### src/rtl/orion_types.sv
// rtl/orion_types.sv - shared widths and enums for the orion memory path
package orion_types;

    localparam int ADDRW = 32;
    localparam int XLEN  = 32;
    localparam int MASKW = XLEN / 8;

    typedef enum logic [1:0] {
        IDLE   = 2'd0,
        BUSY_I = 2'd1,
        BUSY_D = 2'd2
    } arb_state_t;

    typedef enum logic {
        GNT_I = 1'b0,
        GNT_D = 1'b1
    } grant_t;

    // Winner when both sides request in the same IDLE cycle.
    function automatic grant_t contention_winner(input logic fair, input grant_t last);
        if (fair && last == GNT_D) begin
            return GNT_I;
        end
        return GNT_D;
    endfunction

endpackage

### src/rtl/mem_arbiter.sv
// rtl/mem_arbiter.sv - arbitrates core fetch and load/store requests onto one memory port
module mem_arbiter
    import orion_types::*;
#(
    parameter bit FAIR = 1'b1
) (
    input  logic             clk_i,
    input  logic             rst_i,

    input  logic [ADDRW-1:0] imem_addr_i,
    input  logic             imem_valid_i,
    input  logic             imem_flush_i,
    output logic [XLEN-1:0]  imem_rdata_o,
    output logic             imem_resp_o,

    input  logic [ADDRW-1:0] dmem_addr_i,
    input  logic [XLEN-1:0]  dmem_wdata_i,
    input  logic [MASKW-1:0] dmem_mask_i,
    input  logic             dmem_we_i,
    input  logic             dmem_valid_i,
    output logic [XLEN-1:0]  dmem_rdata_o,
    output logic             dmem_resp_o,

    output logic [ADDRW-1:0] mem_addr_o,
    output logic [XLEN-1:0]  mem_wdata_o,
    output logic [MASKW-1:0] mem_mask_o,
    output logic             mem_we_o,
    output logic             mem_valid_o,
    input  logic [XLEN-1:0]  mem_rdata_i,
    input  logic             mem_resp_i
);

    arb_state_t       state_q, state_d;
    grant_t           last_q, last_d;
    grant_t           gnt;
    logic             drop_q, drop_d;
    logic [ADDRW-1:0] addr_q, addr_d;
    logic [XLEN-1:0]  wdata_q, wdata_d;
    logic [MASKW-1:0] mask_q, mask_d;
    logic             we_q, we_d;

    logic busy;
    logic busy_i;
    logic busy_d;

    always_ff @(posedge clk_i) begin
        if (rst_i) begin
            state_q <= IDLE;
            last_q  <= GNT_I;
            drop_q  <= 1'b0;
            addr_q  <= '0;
            wdata_q <= '0;
            mask_q  <= '0;
            we_q    <= 1'b0;
        end else begin
            state_q <= state_d;
            last_q  <= last_d;
            drop_q  <= drop_d;
            addr_q  <= addr_d;
            wdata_q <= wdata_d;
            mask_q  <= mask_d;
            we_q    <= we_d;
        end
    end

    always_comb begin
        state_d = state_q;
        last_d  = last_q;
        drop_d  = drop_q;
        addr_d  = addr_q;
        wdata_d = wdata_q;
        mask_d  = mask_q;
        we_d    = we_q;
        gnt     = GNT_I;

        case (state_q)
            IDLE: begin
                if (imem_valid_i || dmem_valid_i) begin
                    if (imem_valid_i && dmem_valid_i) begin
                        gnt = contention_winner(FAIR, last_q);
                    end else begin
                        gnt = imem_valid_i ? GNT_I : GNT_D;
                    end
                    last_d = gnt;
                    if (gnt == GNT_I) begin
                        // Fetches are always full-word reads.
                        state_d = BUSY_I;
                        addr_d  = imem_addr_i;
                        wdata_d = '0;
                        mask_d  = '1;
                        we_d    = 1'b0;
                        drop_d  = imem_flush_i;
                    end else begin
                        state_d = BUSY_D;
                        addr_d  = dmem_addr_i;
                        wdata_d = dmem_wdata_i;
                        mask_d  = dmem_mask_i;
                        we_d    = dmem_we_i;
                        drop_d  = 1'b0;
                    end
                end
            end
            BUSY_I: begin
                if (imem_flush_i) begin
                    drop_d = 1'b1;
                end
                if (mem_resp_i) begin
                    state_d = IDLE;
                    drop_d  = 1'b0;
                end
            end
            BUSY_D: begin
                if (mem_resp_i) begin
                    state_d = IDLE;
                end
            end
            default: begin
                state_d = IDLE;
                drop_d  = 1'b0;
            end
        endcase
    end

    // Outputs are forced low while reset is held so an abandoned access vanishes at once.
    assign busy   = !rst_i && (state_q != IDLE);
    assign busy_i = !rst_i && (state_q == BUSY_I);
    assign busy_d = !rst_i && (state_q == BUSY_D);

    assign mem_valid_o = busy;
    assign mem_addr_o  = busy ? addr_q  : '0;
    assign mem_wdata_o = busy ? wdata_q : '0;
    assign mem_mask_o  = busy ? mask_q  : '0;
    assign mem_we_o    = busy && we_q;

    // A flush arriving in the completion cycle itself also suppresses the response.
    assign imem_resp_o  = busy_i && mem_resp_i && !drop_q && !imem_flush_i;
    assign imem_rdata_o = imem_resp_o ? mem_rdata_i : '0;
    assign dmem_resp_o  = busy_d && mem_resp_i;
    assign dmem_rdata_o = dmem_resp_o ? mem_rdata_i : '0;

endmodule
### config.mk
export PLATFORM = sky130hd
export DESIGN_NAME = mem_arbiter
export DESIGN_NICKNAME = d
export VERILOG_FILES = /design/src/rtl/orion_types.sv /design/src/rtl/mem_arbiter.sv
export SDC_FILE = /design/constraint.sdc
export NUM_CORES = 1
export LEC_CHECK = 0
export BUFFER_PORTS_ARGS = -buffer_cell sky130_fd_sc_hd__buf_4
export CAP_MARGIN = 5
export CORE_AREA = 3 3 107 109
export CTS_BUF_LIST = sky130_fd_sc_hd__clkbuf_4 sky130_fd_sc_hd__clkbuf_8
export CTS_CLUSTER_DIAMETER = 200
export DETAILED_ROUTE_END_ITERATION = 8
export DIE_AREA = 0 0 110 112
export PLACE_DENSITY = 0.77
export RECOVER_POWER = 100
export SLEW_MARGIN = 20
export SYNTH_ARGS = -nofsm -noshare
export SYNTH_HDL_FRONTEND = slang
export SYNTH_SLANG_ARGS = --single-unit
### constraint.sdc
create_clock -name clk_i -period 1.9 [get_ports clk_i]
set_clock_uncertainty 0.2 [all_clocks]
set_input_delay 0.285 -clock clk_i [delete_from_list [all_inputs] [get_ports clk_i]]
set_output_delay 0.285 -clock clk_i [all_outputs]
set_load 0.01 [all_outputs]
==> flow_summary.ini <==
[power_and_ir_drop]
ir_drop_mv = 0.341
power_uw = 4780
p_leak_uw = 0.00330
power.density_mw_per_mm2 = 648

[sta]
max_freq_mhz = 456
hold_viol = 0
timing.final.crit_share_pct = 115
finalMaxSlewViolations = 0
worst_slack_ns = -0.294
min_period_ns = 2.19
relSlewSlack_pct = 39.3
holdWs_ns = 0.0147
worstMarginPinSlew_ns = 0.911
setup_violations = 175
rsz0062_at_grt = yes

[place]
post-place-ws_ns = 0.0183
hpwl_um = 10800
routabilityCongestion = 0.985
io_buffers = 274

[synthesis]
synth-seq-cells = 73
synth_fp_nets = 678
ys_warn_count = 0
synthCells = 536
syn_avg_cell_area_um2 = 8.10
yosysSeqAreaShare_pct = 33.7
syn-cell-area_mm2 = 0.00434
ys_types = 31

[global_route]
grt_max_degree = 74
met2_usage_pct = 41.8
use_met1_pct = 30.1
met3_usage_pct = 3.42
overflow = 0
antenna_found_initial = 0
grt_usage_pct = 24.1
grt_busiest_layer = met2
first_global_vias = 4757
grt_pass1_wl_um = 23800

[drt]
drtIter0Drc = 253
vias = 4998
drcViolationCount = 0
detail-route-antenna-nets = 0
via_per_inst = 5.26
wl_per_cell_um = 17.9
wl_um = 17000
drt_first_pass_iters = 5

[critical_path]
worstSetupEndpointType = output pin
path_max_fanout = 5
worstPathRequired_ns = 1.41
critPathKind = reg2out
cp.arrival_ns = 1.71
cp-start-kind = flop

[clock_tree]
path_clk_slew_ns = 0.09
cts.htree.levels = 3
cts_tree = built
cts_buffers = 9
clk_latency_ns = 0.34
cts_sinks = 73
clockRootBuffer = clkbuf_8
clockBufferDepth = 2

[floorplan]
start_util_pct = 40.6
die_w_um = 110
die-area_mm2 = 0.0123
io_pins = 275
die_y_um = 112
fp-row-count = 38
core_area_mm2 = 0.0107

[finish]
antennaDiodeCount = 0
n_fill_cell = 848
syn_to_final_growth_pct = 69.9
nNetsFinal = 948
regArea_mm2 = 0.00146
final_layout_size_suffix_gt1_share_pct = 49.7
multi_input_area_mm2 = 0.00271

[worst_hold_path]
holdCritPathClass = in2reg

[run]
drv_cap = 0

[run_status]
violations = negative setup slack
status = finished with violations
==> cell families (layout without fill, tap and decap cells) <==
group / Yosys count / count (layout) / share of synthesized area, %
flops: 73 / 73 / 33.7
fa+ha+maj: 3 / 3 / 0.865
buf+inv: 66 / 339 / 7.38
compound gates: 143 / 145 / 24.9
simple gates: 251 / 251 / 33.2
==> path summary, 6_finish.rpt <==
| check | start | to | slack [ns] | depth (start not counted) |
|---|---|---|---|---|
| setup reg to reg | state_q[0] | we_q | -0.13 | 8 |
| hold / removal | dmem_mask_i[2] | mask_q[2] | 0.01 | 3 |
| setup / recovery | state_q[0] | mem_wdata_o[22] | -0.29 | 8 |
| hold reg to reg | wdata_q[1] | wdata_q[1] | 0.25 | 2 |
==> routing by layer <==
layer  share of wire (%)  vias to the layer above
li1                    -                     2407
met1                  41                     2376
met2                  52                      182
met3                 5.7                       33
met4                 2.2                        0
met5                   0                        -
==> power breakdown <==
group	switching, uW	leakage [uW]	internal [uW]	total, uW
combinational	855	0.00262	948	1800
sequential	104	0.000604	1730	1830
clock	648	0.0000848	496	1140
total	1610	0.00330	3170	4780
==> final cells by class <==
class                      instances  area share [%]
clock buffer                       9            1.68
tap                              140            2.37
clock inverter                     7           0.814
inverter                           8           0.407
timing repair buffer             315            38.2
multi-input combinational        399            36.7
sequential                        73            19.8
==> through the flow <==
stage                     instance area [um2]  TNS [ns]  util [%]  std cells
final                                    7380    -29.83      69.0        951
after global placement                   6570         0      61.4        911
after global routing                     7380    -45.49      69.0        951
after floorplan                          4340         0         -        536
after detailed placement                 6570         0      61.4        911
after CTS                                7090    -29.87      66.3        942
==> sequential cells by signal, indices dropped and copies added (netlist names) <==
signal	flops
addr_q	32
wdata_q	32
mask_q	4
state_q	2
drop_q	1
last_q	1
we_q	1
==> synthesized netlist by cell type <==
cell | count | share of area, %
nand3b_1 | 32 | 5.5
and2b_1 | 1 | 0.17
a21oi_1 | 35 | 4.0
buf_2 | 16 | 1.8
clkbuf_1 | 30 | 2.6
dfxtp_1 | 73 | 34
nand2_1 | 33 | 2.9
a211oi_1 | 1 | 0.17
a221oi_2 | 1 | 0.35
nor3_1 | 1 | 0.12
nor3b_1 | 2 | 0.35
nor2b_1 | 2 | 0.29
and2_1 | 133 | 19
ha_1 | 3 | 0.86
a311oi_1 | 16 | 3.2
o21a_1 | 1 | 0.17
buf_6 | 3 | 0.78
nand2b_1 | 2 | 0.29
nand4bb_1 | 1 | 0.26
nand4b_1 | 2 | 0.40
o21ai_1 | 10 | 1.2
o211ai_1 | 34 | 5.9
nor2_1 | 40 | 3.5
buf_1 | 1 | 0.086
buf_4 | 8 | 1.4
and3b_1 | 1 | 0.20
a311oi_2 | 20 | 6.9
or3_1 | 1 | 0.14
inv_1 | 8 | 0.69
o21ai_0 | 24 | 2.8
o21ai_2 | 1 | 0.20
==> repair_timing <==
item                                    4_1_cts  5_1_grt
gates resized for setup                      38       67
pin swaps                                     9       19
cloned                                        5       10
endpoints found under the setup margin      137      151
hold buffers                                  2        0
endpoints found under the hold margin         2        0
setup buffers                                 8        4
==> layout by cell type, fill, tap and decap left out, drive strengths merged <==
cell	Yosys	layout
nor3	1	1
a221oi	1	1
nor2b	2	2
o21ai	35	35
nand4bb	1	1
clkinvlp	0	3
o21a	1	3
and3b	1	1
dlygate4sd3	0	2
and2b	1	1
a311oi	36	36
dfxtp	73	73
inv	8	12
nand2	33	33
nor3b	2	2
clkbuf	30	17
a21oi	35	35
o211ai	34	34
ha	3	3
buf	28	305
nand2b	2	2
nand4b	2	2
and2	133	133
or3	1	1
nor2	40	40
a211oi	1	1
nand3b	32	32
==> critical path, cell delays in order, from the launching register on <==
cell       delay (ns)
dfxtp_2          0.36
inv_2            0.06
ha_4             0.16
nor2_4           0.14
buf_6            0.16
buf_12           0.12
clkbuf_16        0.13
and2_4           0.14
buf_6            0.09
Power figures use the tool's default switching activity.
